[config.mk]
export PLATFORM = sky130hd
export DESIGN_NAME = vga_box_painter
export DESIGN_NICKNAME = d
export VERILOG_FILES = /design/src/rtl/vga_box_painter_pkg.sv /design/src/rtl/vga_box_painter_box_axis.sv /design/src/rtl/vga_box_painter.sv
export SDC_FILE = /design/constraint.sdc
export NUM_CORES = 1
export LEC_CHECK = 0
export ABC_AREA = 1
export CORE_MARGIN = 10
export CORE_UTILIZATION = 52
export DETAILED_ROUTE_END_ITERATION = 7
export GPL_TIMING_DRIVEN = 0
export PLACE_DENSITY_LB_ADDON = 0.08
export SYNTH_ARGS = -nofsm -noshare
export SYNTH_HDL_FRONTEND = slang
export SYNTH_HIERARCHICAL = 1
export SYNTH_SLANG_ARGS = --single-unit
[constraint.sdc]
create_clock -name clk -period 2.1 [get_ports clk]
set_input_delay 0.21 -clock clk [delete_from_list [all_inputs] [get_ports clk]]
set_output_delay 0.21 -clock clk [all_outputs]
set_load 0.02 [all_outputs]
[src/rtl/vga_box_painter_pkg.sv]
// rtl/vga_box_painter_pkg.sv - shared constants and types for the VGA box painter
// Holds the active-area defaults, pixel/direction types and the colour-bar table.
package vga_pkg;

   localparam int H_ACTIVE_DEF = 640;
   localparam int V_ACTIVE_DEF = 480;

   typedef struct packed {
      logic [3:0] r;
      logic [3:0] g;
      logic [3:0] b;
   } rgb444_t;

   typedef enum logic {MOVE_POS, MOVE_NEG} dir_e;

   // Left-to-right bar colours
   localparam logic [11:0] BAR_COLORS [8] = '{
      12'hFFF, 12'hFF0, 12'h0FF, 12'h0F0,
      12'hF0F, 12'hF00, 12'h00F, 12'h000
   };

endpackage

[src/rtl/vga_box_painter_box_axis.sv]
// rtl/vga_box_painter_box_axis.sv - one bouncing axis: position register plus direction FSM
// Moves by STEP per step_en and reverses when it reaches 0 or LIMIT.
module box_axis
   import vga_pkg::*;
#(
   parameter int LIMIT = 608,
   parameter int STEP  = 2
) (
   input  logic       clk,
   input  logic       reset,
   input  logic       step_en,
   output logic [9:0] pos
);

   localparam logic [10:0] LIM11  = 11'(LIMIT);
   localparam logic [10:0] STEP11 = 11'(STEP);
   localparam logic [9:0]  STEP10 = 10'(STEP);

   dir_e        state, state_next;
   logic [9:0]  pos_next;
   logic [10:0] sum;

   always_ff @(posedge clk) begin
      if (reset) begin
         state <= MOVE_POS;
         pos   <= '0;
      end else begin
         state <= state_next;
         pos   <= pos_next;
      end
   end

   // 11-bit sum so a step past the limit cannot wrap back below it
   always_comb begin
      state_next = state;
      pos_next   = pos;
      sum        = {1'b0, pos} + STEP11;
      if (step_en) begin
         case (state)
            MOVE_POS: begin
               if (sum >= LIM11) begin
                  pos_next   = LIM11[9:0];
                  state_next = MOVE_NEG;
               end else begin
                  pos_next = sum[9:0];
               end
            end
            MOVE_NEG: begin
               if ({1'b0, pos} <= STEP11) begin
                  pos_next   = '0;
                  state_next = MOVE_POS;
               end else begin
                  pos_next = pos - STEP10;
               end
            end
            default: state_next = MOVE_POS;
         endcase
      end
   end

endmodule

[src/rtl/vga_box_painter.sv]
// rtl/vga_box_painter.sv - two-stage pixel pipeline drawing a bouncing square
// Define VGA_BOX_PAINTER_BARS_EN for a colour-bar background instead of BG_COLOR.
module vga_box_painter
   import vga_pkg::*;
#(
   parameter int          H_ACTIVE  = H_ACTIVE_DEF,
   parameter int          V_ACTIVE  = V_ACTIVE_DEF,
   parameter int          BOX_SIZE  = 32,
   parameter int          STEP      = 2,
   parameter logic [11:0] BOX_COLOR = 12'hF00,
   parameter logic [11:0] BG_COLOR  = 12'h00F
) (
   input  logic       clk,
   input  logic       reset,
   input  logic       enable,
   input  logic [9:0] xcounter,
   input  logic [9:0] ycounter,
   input  logic       h_sync_in,
   input  logic       v_sync_in,
   output logic [3:0] vga_r,
   output logic [3:0] vga_g,
   output logic [3:0] vga_b,
   output logic       vga_h_sync,
   output logic       vga_v_sync,
   output logic       frame_tick
);

   localparam logic [10:0] HA11 = 11'(H_ACTIVE);
   localparam logic [10:0] VA11 = 11'(V_ACTIVE);
   localparam logic [10:0] BS11 = 11'(BOX_SIZE);

   logic [9:0]  box_x, box_y;
   logic [10:0] x11, y11, bx11, by11;
   logic        upd;
   logic        s1_active, s1_in_box, s1_hs, s1_vs;
   logic [11:0] s1_bg;
   rgb444_t     pix;

   assign x11  = {1'b0, xcounter};
   assign y11  = {1'b0, ycounter};
   assign bx11 = {1'b0, box_x};
   assign by11 = {1'b0, box_y};

   // First blanking pixel after the last visible one
   assign upd = (x11 == HA11) && (y11 == VA11 - 11'd1);

   box_axis #(.LIMIT(H_ACTIVE - BOX_SIZE), .STEP(STEP)) u_x (
      .clk     (clk),
      .reset   (reset),
      .step_en (upd && enable),
      .pos     (box_x)
   );

   box_axis #(.LIMIT(V_ACTIVE - BOX_SIZE), .STEP(STEP)) u_y (
      .clk     (clk),
      .reset   (reset),
      .step_en (upd && enable),
      .pos     (box_y)
   );

   always_ff @(posedge clk) begin
      if (reset) begin
         s1_active <= 1'b0;
         s1_in_box <= 1'b0;
         s1_hs     <= 1'b0;
         s1_vs     <= 1'b0;
      end else begin
         s1_active <= (x11 < HA11) && (y11 < VA11);
         s1_in_box <= (x11 >= bx11) && (x11 < bx11 + BS11) &&
                      (y11 >= by11) && (y11 < by11 + BS11);
         s1_hs     <= h_sync_in;
         s1_vs     <= v_sync_in;
      end
   end

`ifdef VGA_BOX_PAINTER_BARS_EN
   logic [2:0] bar_idx;
   assign bar_idx = 3'(xcounter / 10'(H_ACTIVE / 8));

   // Bar colour travels with stage 1 so latency matches the plain build
   always_ff @(posedge clk) begin
      if (reset) s1_bg <= '0;
      else       s1_bg <= BAR_COLORS[bar_idx];
   end
`else
   assign s1_bg = BG_COLOR;
`endif

   always_comb begin
      pix = '0;
      if (s1_active) pix = s1_in_box ? BOX_COLOR : s1_bg;
   end

   always_ff @(posedge clk) begin
      if (reset) begin
         vga_r      <= '0;
         vga_g      <= '0;
         vga_b      <= '0;
         vga_h_sync <= 1'b0;
         vga_v_sync <= 1'b0;
         frame_tick <= 1'b0;
      end else begin
         vga_r      <= pix.r;
         vga_g      <= pix.g;
         vga_b      <= pix.b;
         vga_h_sync <= s1_hs;
         vga_v_sync <= s1_vs;
         frame_tick <= upd;
      end
   end

endmodule

Yosys cells after proc, flatten, opt, wreduce, memory -nomap -nowiden
Index checks and enable logic that the tools add are counted. Widths: inputs -> output; s select.

Flip-flop bits (word level): 41. Bits in latches: 0. Memory bits (writable): 0. Bits in read-only memories: 0. Bits of input ports: 25. Output and inout port bits: 15. Word-level logic and storage cells: 55. Memories: 0.

$add $sub $neg: 6. Multiply operators: 0. Div/mod/pow operators: 0. Order comparisons: 10. Eq/ne operators: 2. Shift operators: 0. Muxes and demuxes: 13. Bitwise logic cells: 3. Reduce and logical (&&, ||, !) cells: 7.

Operators by type and width (count): $mux 10 (4); $pmux 10 s2 (2); $add 10x2->11 const B (2); $add 10x6->11 const B (2); $lt 10x11->1 (2); $ge 10x10->1 (2); $le 10x2->1 const B (2); $sub 10x2->10 const B (2); $mux 12 (1); $ge 11x10->1 const B (1); $ge 11x9->1 const B (1); $eq 10x10->1 const B (1); $eq 10x9->1 const B (1); $lt 10x10->1 const B (1); $lt 10x9->1 const B (1); $logic_and 1x1->1 (6); $mux 1 (4); $pmux 1 s2 (2); $not 1->1 (3); $reduce_or 2->1 (1).

Logic depth before layout (Yosys ltp)
Depth after elaboration: 5. Gate-level depth with buffers: 13. Depth with buffers taken out: 13.

Modules after synthesis
Netlist, hierarchy kept.

By module, submodules not included: vga_box_painter (instances 1, cells each 214, area an instance 1392.6 um^2, seq. area each 180.2 um^2); box_axis (u_x) (instances 1, cells each 153, area an instance 932.1 um^2, seq. area each 200.2 um^2); box_axis (u_y) (instances 1, cells each 144, area an instance 893.4 um^2, seq. area each 200.2 um^2).

Worst setup path before layout
OpenSTA, ideal clock, no wires.

Path type: input to register. From: in ycounter[5]. To: reg u_x.pos[6]. Setup time: 120 ps. Arrival time: 1816 ps. Data required time: 1980 ps. Setup slack: 165 ps. Stages: 8. Buffers on the path: 1. Path through: inv_2 nand4_1 or3_1 nor3_1 clkbuf_1 nand2_1 a21oi_1 a21oi_1.

Cells in the longest elaborated chain, start to end: 3.

Ends and longest elaborated chain: from (decl) (RTL line vga_box_painter.sv:17) `input logic [9:0] ycounter,`; $eq 10x9->1 (RTL line vga_box_painter.sv:45) `assign upd = (x11 == HA11) && (y11 == VA11 - 11'd1);`; $logic_and 1x1->1 (RTL line vga_box_painter.sv:45); $logic_and 1x1->1 (RTL line vga_box_painter.sv:50) `.step_en (upd && enable),`; to (signal assigned) (RTL line vga_box_painter_box_axis.sv:29) `pos <= pos_next;`; to (decl) (RTL line vga_box_painter_box_axis.sv:12) `output logic [9:0] pos`.

No other way between the ends. A chain may end at the register's enable or synchronous reset.

Worst setup path in the final report
From: in ycounter[5]. To: reg u_y.pos[1].

Cells in the longest elaborated chain, start to end: 3.

Ends and longest elaborated chain: $eq 10x9->1 (RTL line vga_box_painter.sv:45); $logic_and 1x1->1 (RTL line vga_box_painter.sv:45); $logic_and 1x1->1 (RTL line vga_box_painter.sv:57) `.step_en (upd && enable),`; to (signal assigned) (RTL line vga_box_painter_box_axis.sv:29); to (decl) (RTL line vga_box_painter_box_axis.sv:12).

No other way between the ends.

==> impl_metrics.yaml <==
routing:
  drc: 0
  via_per_inst: 5.17
  vias: 3283
  drt_wl_total_um: 8070
  first_iter_violations: 130
  wl_per_cell_um: 12.7
  dr.pass1.iters: 4
  ant_nets: 0
power:
  seq_power_share: 0.433
  power.internal_uw: 959
  switching_share: 0.256
  switchingPower_uw: 330
  vdd_ir_drop_max_uv: 246
  combPwrFrac: 0.164
  finalPower_uw: 1290
  power.leakage_uw: 0.00174
  clkPwrFrac: 0.403
  p_per_area_nw_per_um2: 337
placement:
  hpwl_um: 6300
  io_buffer_count: 35
  gp_congestion: 0.965
  dp_cells: 624
  placed_area_um2: 3670
timing:
  skew_ps: 3.99
  max_freq_mhz: 516
  maxSlewViolCount: 0
  hold_viol: 0
  setup_viol: 0
  period_share: 0.923
  layout_min_cycle_time_ps: 1940
  rsz0062_at_grt: "no"
grt:
  grt_pass1_vias: 3157
  grt_usage: 0.164
  grt_pass1_wl_um: 13800
  antenna_found_initial: 0
  grt_start_max_net_pins: 12
  globalRouteOverflowTotal: 0
worst_setup_path:
  worst-setup-path-type: "input pin to flip-flop"
  path_max_fanout: 6
  worst_path_largest_cell_delay_ps: 470
  cp_top_family: "buffers and inverters"
  crit_buf_inv: 5
  crit_arrival_ps: 2160
  crit_chain: "clkdlybuf4s50_1 -> inv_2 -> nand4_1 -> or3_4 -> nor3_4 -> buf_4 -> buf_4 -> inv_1 -> a21oi_1 -> nand2_1 -> a21oi_2"
  end_kind: "flip-flop"
  worstRegToRegCells: 12
  crit_required_ps: 2330
  crit_cells: 11
  cp-start-kind: "input pin"
  cp_slowest_cell: "clkdlybuf4s50_1"
  r2r-start: "u_x/pos[2]"
  startpoint: "ycounter[5]"
  crit_top_cell: "buf_4"
min_path:
  min_from: "s1_hs"
  hold_class: "flip-flop to flip-flop"
  min_path_cells: 2
layout:
  diodes: 0
  fin_util: 0.641
  nets: 622
  syn_to_final_growth_pct: 18.7
  layout_commonest_cell: "nand2_1"
  instances_no_fill: 635
  drive_gt1_frac: 0.132
  final_cell_mix: "nand2_1, inv_1, nor2_1, nand3_1, ha_1"
  final_area_um2: 3820
clock_network:
  clk_pin_slew_worst_paths_ps: 60
  clock_latency_ps: 290
  cts_sinks: 29
  numCtsBuffers: 5
  ctsHoldBuffers: 0
  clock-root-buffer: "clkbuf_8"
  clockBufferDepth: 2
  cts_tree: "built"
  htreeDepth: 2
floorplan:
  core_area_um2: 5960
  die_h_um: 98.7
  floorplan.initialDensity: 0.540
  dieArea_um2: 9730
  die_x_um: 98.7
  num_rows: 28
  io_pins: 40
run:
  cap_violations: 0
synthesis:
  syn_avg_cell_area_um2: 6.30
  synth_warnings: 6
  synth.yosys.seq_area_share: 0.180
  synthCells: 511
  ys_ff_latch: 29
  yosysUniqueCellTypes: 40
  syn-cell-area_um2: 3220
run_status:
  status: "finished, final reports clean"
[Yosys cell counts]
master    count  area [um2]
nand2_2       9        56.3
or3_1         1        6.26
nand3_4       1        17.5
a31oi_1       1        6.26
nand3b_1      3        22.5
dfxtp_1      29         581
inv_1        68         255
nand2_1     109         409
a21oi_1      31         155
o2111a_1      1        11.3
nor2_1       57         214
xor2_1       12         105
inv_2         8        30.0
ha_1         38         475
clkbuf_2      1        5.00
a21oi_2       9        78.8
nand2_4       1        11.3
xnor2_1       3        26.3
buf_2         2        10.0
clkinv_1      1        3.75
a21boi_0      1        7.51
nor3b_1       1        7.51
nand4_1       9        56.3
nand3_2       3        30.0
nand3_1      39         195
and2_4        1        8.76
conb_1        3        11.3
nor2_4        1        11.3
nor2_2        5        31.3
o21ai_1       3        15.0
o21bai_1      1        7.51
a21o_1        3        22.5
o21ai_2       2        17.5
buf_4        14         105
o21ai_0      26         130
clkbuf_1      3        11.3
nor3_2        2        20.0
o21a_1        1        7.51
nor4_1        2        12.5
nor3_1        6        30.0
[kinds of logic (layout without fill, tap and decap cells)]
logic type | count (synthesis) | count (layout) | share of synthesized area
AO/OA/AOI/OAI | 79 | 79 | 0.143
flip-flops | 29 | 29 | 0.180
adder cells (fa/ha/maj) | 38 | 38 | 0.148
XOR/XNOR | 15 | 15 | 0.0408
AND/OR/NAND/NOR | 250 | 250 | 0.354
buffers and inverters | 97 | 143 | 0.131
other | 3 | 6 | 0.00350
[timing repair]
item | 4_1_cts | 5_1_grt
gates resized for setup | 4 | 3
setup buffers | 2 | 1
cloned | 0 | 0
endpoints found under the setup margin | 20 | 20
pin swaps | 1 | 1
[final cells by class]
| class | instances | area, um2 |
|---|---|---|
| tap | 75 | 93.8 |
| clock buffer | 7 | 96.3 |
| inverter | 77 | 289 |
| buffer | 20 | 136 |
| clock inverter | 1 | 5.00 |
| fill | 572 | 2140 |
| timing repair buffer | 38 | 373 |
| multi-input combinational | 388 | 2240 |
| sequential | 29 | 581 |
[tightest hold or removal path, stage by stage (launching register included)]
cell and delay [ps]:
dfxtp_1 300, inv_1 40, nor2_1 30
[state kept, by name (all words and copies together), names as in the netlist]
signal      cells
s1_active       1
s1_in_box       1
vga_r           1
s1_hs           1
u_x/state       1
vga_h_sync      1
u_y/pos         9
frame_tick      1
vga_v_sync      1
s1_vs           1
vga_b           1
u_x/pos         9
u_y/state       1
[stage by stage]
step	TNS (ps)	hold slack (ps)	setup WS (ps)
2_1_floorplan	0	279	165
3_3_place_gp	-21680	391	-1180
3_5_place_dp	-21520	397	-1170
4_1_cts	0	410	25.0
5_1_grt	0	429	10.2
6_report	0	406	162
[metal layers]
layer,up-vias,wire length [um],global-route usage
met5,-,0,0
li1,1727,-,-
met3,10,482,0.0419
met2,77,3980,0.290
met1,1469,3510,0.189
met4,0,93,0.0485
[worst paths after layout]
check / slack, ps / to
max reg2reg: 200 / u_x/pos[9]
min reg2reg: 410 / vga_h_sync
max: 160 / u_y/pos[1]
min: 410 / vga_h_sync
[power groups by stage]
stage          combinational [uW]  clock (uW)  sequential (uW)
2_1_floorplan                 116           0              573
3_3_place_gp                  205           0              570
3_5_place_dp                  210           0              570
4_1_cts                       211         531              558
5_1_grt                       239         560              558
6_report                      212         519              558
Power figures use the tool's default switching activity.
